File: src/rtl/receiver.sv
// receiver: oversampled UART receiver with 2-flop rx synchronizer, LSB-first framing.
// Optional even-parity bit when RX_PARITY_EN is defined; default build has no parity.
module receiver #(
  parameter int DATA_WIDTH = 8,
  parameter int OVERSAMPLE = 16
) (
  input  logic                  clk,
  input  logic                  rst,
  input  logic                  rx,
  input  logic                  tick,
  output logic [DATA_WIDTH-1:0] data_out,
  output logic                  rx_done,
  output logic                  frame_err,
  output logic                  parity_err,
  output logic                  busy
);
  localparam int CW = $clog2(OVERSAMPLE);
  localparam int BW = $clog2(DATA_WIDTH + 1);
  localparam logic [CW-1:0] HALF = CW'(OVERSAMPLE / 2 - 1);
  localparam logic [CW-1:0] LAST = CW'(OVERSAMPLE - 1);
  localparam logic [BW-1:0] BLAST = BW'(DATA_WIDTH - 1);
  localparam logic [2:0] IDLE = 3'd0, START = 3'd1, DATA = 3'd2, PARITY = 3'd3, STOP = 3'd4, WAIT_HIGH = 3'd5;
`ifdef RX_PARITY_EN
  localparam logic [2:0] AFTER_DATA = PARITY;
`else
  localparam logic [2:0] AFTER_DATA = STOP;
`endif
  logic meta_q, rxs_q;
  logic [1:0] fill_q;
  logic armed_q, armed_d;
  logic [2:0] state_q, state_d;
  logic [CW-1:0] cnt_q, cnt_d;
  logic [BW-1:0] bit_q, bit_d;
  logic [DATA_WIDTH-1:0] sh_q, sh_d, dout_q, dout_d;
  logic done_q, done_d, ferr_q, ferr_d;
`ifdef RX_PARITY_EN
  logic perr_q, perr_d, plat_q, plat_d;
  assign parity_err = perr_q;
`else
  assign parity_err = 1'b0;
`endif
  assign data_out = dout_q;
  assign rx_done = done_q;
  assign frame_err = ferr_q;
  assign busy = state_q != IDLE;
  // A line held low through reset must go high once before a start bit is accepted.
  assign armed_d = armed_q | (fill_q[1] & rxs_q);
  always_comb begin
    state_d = state_q;
    cnt_d = cnt_q;
    bit_d = bit_q;
    sh_d = sh_q;
    dout_d = dout_q;
    done_d = 1'b0;
    ferr_d = 1'b0;
`ifdef RX_PARITY_EN
    perr_d = 1'b0;
    plat_d = plat_q;
`endif
    case (state_q)
      IDLE: if (!rxs_q && armed_q) begin
        state_d = START;
        cnt_d = '0;
      end
      START: if (tick) begin
        cnt_d = cnt_q + 1'b1;
        if (cnt_q == HALF) begin
          cnt_d = '0;
          bit_d = '0;
          state_d = rxs_q ? IDLE : DATA;
`ifdef RX_PARITY_EN
          plat_d = 1'b0;
`endif
        end
      end
      DATA: if (tick) begin
        cnt_d = cnt_q + 1'b1;
        if (cnt_q == LAST) begin
          sh_d = {rxs_q, sh_q[DATA_WIDTH-1:1]};
          cnt_d = '0;
          bit_d = bit_q + 1'b1;
          state_d = bit_q == BLAST ? AFTER_DATA : DATA;
        end
      end
`ifdef RX_PARITY_EN
      PARITY: if (tick) begin
        cnt_d = cnt_q + 1'b1;
        if (cnt_q == LAST) begin
          plat_d = rxs_q ^ (^sh_q);
          cnt_d = '0;
          state_d = STOP;
        end
      end
`endif
      STOP: if (tick) begin
        cnt_d = cnt_q + 1'b1;
        if (cnt_q == LAST) begin
          cnt_d = '0;
          dout_d = sh_q;
          ferr_d = !rxs_q;
          state_d = rxs_q ? IDLE : WAIT_HIGH;
`ifdef RX_PARITY_EN
          perr_d = plat_q;
          done_d = rxs_q && !plat_q;
`else
          done_d = rxs_q;
`endif
        end
      end
      WAIT_HIGH: state_d = rxs_q ? IDLE : WAIT_HIGH;
      default: state_d = IDLE;
    endcase
  end
  always_ff @(posedge clk) begin
    if (rst) begin
      meta_q <= 1'b1;
      rxs_q <= 1'b1;
      fill_q <= '0;
      armed_q <= 1'b0;
      state_q <= IDLE;
      cnt_q <= '0;
      bit_q <= '0;
      sh_q <= '0;
      dout_q <= '0;
      done_q <= 1'b0;
      ferr_q <= 1'b0;
`ifdef RX_PARITY_EN
      perr_q <= 1'b0;
      plat_q <= 1'b0;
`endif
    end else begin
      meta_q <= rx;
      rxs_q <= meta_q;
      fill_q <= {fill_q[0], 1'b1};
      armed_q <= armed_d;
      state_q <= state_d;
      cnt_q <= cnt_d;
      bit_q <= bit_d;
      sh_q <= sh_d;
      dout_q <= dout_d;
      done_q <= done_d;
      ferr_q <= ferr_d;
`ifdef RX_PARITY_EN
      perr_q <= perr_d;
      plat_q <= plat_d;
`endif
    end
  end
endmodule

File: config.mk
export PLATFORM = sky130hd
export DESIGN_NAME = receiver
export DESIGN_NICKNAME = d
export VERILOG_FILES = /design/src/rtl/receiver.sv
export SDC_FILE = /design/constraint.sdc
export NUM_CORES = 1
export LEC_CHECK = 0
export BUFFER_PORTS_ARGS = -buffer_cell sky130_fd_sc_hd__buf_2
export CAP_MARGIN = 20
export CORE_ASPECT_RATIO = 1.5
export CORE_MARGIN = 2
export CORE_UTILIZATION = 57
export DETAILED_ROUTE_END_ITERATION = 10
export HOLD_SLACK_MARGIN = 0.15
export PLACE_DENSITY = 0.83
export SETUP_SLACK_MARGIN = 0.5
export SLEW_MARGIN = 20
export SYNTH_ARGS = -nofsm -noshare
export SYNTH_HDL_FRONTEND = slang
export SYNTH_SLANG_ARGS = --single-unit
File: constraint.sdc
create_clock -name clk -period 2.2 [get_ports clk]
set_clock_uncertainty 0.05 [all_clocks]
set_input_delay 0.33 -clock clk [delete_from_list [all_inputs] [get_ports clk]]
set_output_delay 0.33 -clock clk [all_outputs]
set_load 0.1 [all_outputs]
==> results.yml <==
floorplanning:
  rows: 23
  die_x_um: 47.15
  dieArea_sq_mm: 0.003240
  ioPinCount: 16
  initial_core_util: 0.5947
  die_h_um: 68.72
  core_area_sq_mm: 0.002676
setup_path:
  crit_type: "reg -> reg"
  critical_path.startpoint_type: "register"
  reg2reg_depth: 4
  crit_path_max_fanout: 4
  end_kind: "register"
  timing.rr.end: "cnt_q[0]$_SDFFE_PP0P_"
  crit_required_ps: 2370
  rrSetupSlack_ps: 520
  r2r-start: "rxs_q$_SDFF_PP1_"
  arrival_ps: 1860
grt:
  grt_use_total: 0.2419
  grt_max_degree: 31
  grt_pass1_wl_um: 5499
  grt_pass1_vias: 1316
  antenna_found_initial: 0
  overflow: 0
synthesis:
  yosysTopAreaCell: "dfxtp_1"
  async_flop_share: 0
  synth.most_common_cell: "dfxtp_1"
  netlist_instances: 172
  synth_cell_types: 54
  synth_seq_cells: 34
  avgSynthCellArea_sq_um: 9.253
  yosys_warnings: 0
  synth_flop_cell: "dfxtp_1"
  yosysTopAreaCellShare: 0.4277
  synth_common_cells: "dfxtp_1 (34), nor2_1 (23), mux2i_1 (16)"
  seq_area_frac_synth: 0.4277
  synth_fp_nets: 178
  synth.area.top_cells: "dfxtp_1 (43%), mux2i_1 (10%), nor2_1 (5.4%), buf_2 (2.2%), nand3_1 (2.2%)"
  synth_area_sq_mm: 0.001592
  synth_edf_count: 0
sta:
  setup_violations: 0
  max_slew_margin: 0.6589
  max_freq_ghz: 0.5944
  slew_violations: 0
  tightestPinTransition_ps: 508.0
  finalHoldViolations: 0
  fin_tns_setup_ps: 0
  rsz0062_at_grt: "true"
  period_minus_slack_ps: 1682
  timing.final.crit_share: 0.7647
worst_hold_path:
  hold_end: "meta_q$_SDFF_PP1_"
  hold_path_startpoint: "rx"
  min_path_cells: 2
  hp-class: "in -> reg"
final_layout:
  drive_gt1_frac: 0.3247
  finalNonFillerCells: 231
  area_growth_pct: 21.30
  fillers: 190
  antenna_cells: 0
  fin_nets: 199
outcome:
  outcome: "completed"
clocking:
  clockBufferDepth: 2
  cts.sinks: 34
  path_clk_slew_ps: 70
  cts_buffers: 5
  postCtsHoldBufs: 0
  clock_latency_ps: 300
  clk_root_buffer_cell: "clkbuf_8"
  htreeDepth: 2
  cts_tree: "yes"
detailed_routing:
  wl_per_cell_um: 15.64
  finalWirelength_um: 3612
  drt_iter0_drc: 44
  drc: 0
  final_antenna_net_count: 0
  vias: 1339
  drt-pass1-iter-count: 4
  via_per_inst: 5.797
placed_design:
  port_buffers: 14
  gp_congestion: 0.9069
  post-dp-hpwl_um: 2271
  placedCellCount: 213
pwr:
  power.leakage_nw: 0.7069
  powerDensity_mw_per_mm2: 605.1
  max-vdd-ir-drop_mv: 0.6282
flow_run:
  drv_cap: 0
placed cells by master (no fill, tap or decap), types with 2 or more instances in the layout:
cell,synthesis,final
nand2b_1,4,3
o211ai_1,3,3
buf_2,7,15
o21ai_1,2,2
dfxtp_4,0,5
nor2_1,23,23
clkbuf_8,0,5
a21oi_1,5,5
nand3_1,7,6
buf_4,1,12
dfxtp_2,0,2
a211o_1,2,2
inv_1,4,4
nand2_1,6,6
or2_2,3,3
mux2i_1,16,16
o22ai_1,2,2
o21ai_0,5,4
or4b_1,2,2
dfxtp_1,34,27
nor3b_2,0,2
nor3_1,3,2
where the power goes:
group	switching, W	internal (W)	leakage [nW]
combinational	0.0000585	0.0000329	0.383
sequential	0.00000422	0.000617	0.279
clock	0.000233	0.000223	0.0452
critical path: stages (launching register included):
cell,delay [ps]
dfxtp_4,360
or3b_4,420
a221o_1,380
a211o_1,290
a21oi_2,110
kinds of logic (layout without fill, tap and decap cells):
family          after synthesis  count (layout)  synth area share
fa+ha+maj                     2               2           0.01572
other cells                   1               1          0.002356
xor+xnor                      2               2           0.01101
compound gates               36              36            0.1706
simple gates                 62              62            0.2099
mux                          17              17            0.1077
flops                        34              34            0.4277
buf+inv                      18              40           0.05503
worst max path at each step:
stage                                       start                    end  slack (ps)  depth (start not counted)
after floorplan                  rxs_q$_SDFF_PP1_  cnt_q[0]$_SDFFE_PP0P_         530                          5
after global placement    state_q[0]$_SDFFE_PP0P_  cnt_q[0]$_SDFFE_PP0P_         400                          4
after detailed placement  state_q[1]$_SDFFE_PP0P_  bit_q[2]$_SDFFE_PP0P_         330                          4
after CTS                 state_q[1]$_SDFFE_PP0P_                   busy         470                          2
after global routing             rxs_q$_SDFF_PP1_  cnt_q[0]$_SDFFE_PP0P_         480                          4
final                            rxs_q$_SDFF_PP1_  cnt_q[0]$_SDFFE_PP0P_         520                          4
metal layers:
layer  up-vias  share of wire  global-route usage
li1        662              -                   -
met1       627           0.39              0.2338
met2        40           0.54              0.4127
met3        10          0.042             0.06250
met4         0          0.035              0.1944
met5         -              0                   0
registers in the layout, summed over array words and instances, names as in the netlist:
name,flops
rx_done,1
state_q,3
frame_err,1
armed_q,1
sh_q,8
data_out,8
rxs_q,1
fill_q,2
bit_q,4
meta_q,1
cnt_q,4
area by class of cell:
| class | count | area, sq um | share of cell area |
|---|---|---|---|
| multi-input combinational | 120 | 904.6 | 0.4686 |
| timing repair buffer | 28 | 176.4 | 0.09138 |
| tap | 37 | 46.29 | 0.02398 |
| clock inverter | 2 | 13.76 | 0.007129 |
| inverter | 4 | 15.01 | 0.007777 |
| sequential | 34 | 701.9 | 0.3636 |
| clock buffer | 6 | 72.57 | 0.03759 |
stage by stage:
stage / cell area [sq um] / power, W / setup slack (ps) / util / hold slack (ps)
2_1_floorplan: 1599 / 0.0006993 / 526.2 / - / 339.5
3_3_place_gp: 1670 / 0.0007088 / 403.3 / 0.6241 / 342.4
3_5_place_dp: 1670 / 0.0007108 / 326.7 / 0.6241 / 347.7
4_1_cts: 1831 / 0.001170 / 470.4 / 0.6840 / 160.5
5_1_grt: 1931 / 0.001203 / 478.9 / 0.7214 / 183.9
6_report: 1931 / 0.001168 / 517.7 / 0.7214 / 167.1
timing repair:
action | 4_1_cts | 5_1_grt
endpoints found under the setup margin | 19 | 24
pin swaps | 2 | 4
cloned | 0 | 2
resized for setup | 10 | 23
setup buffers | 6 | 2
endpoints found under the hold margin | 0 | 0
Power figures use the tool's default switching activity.
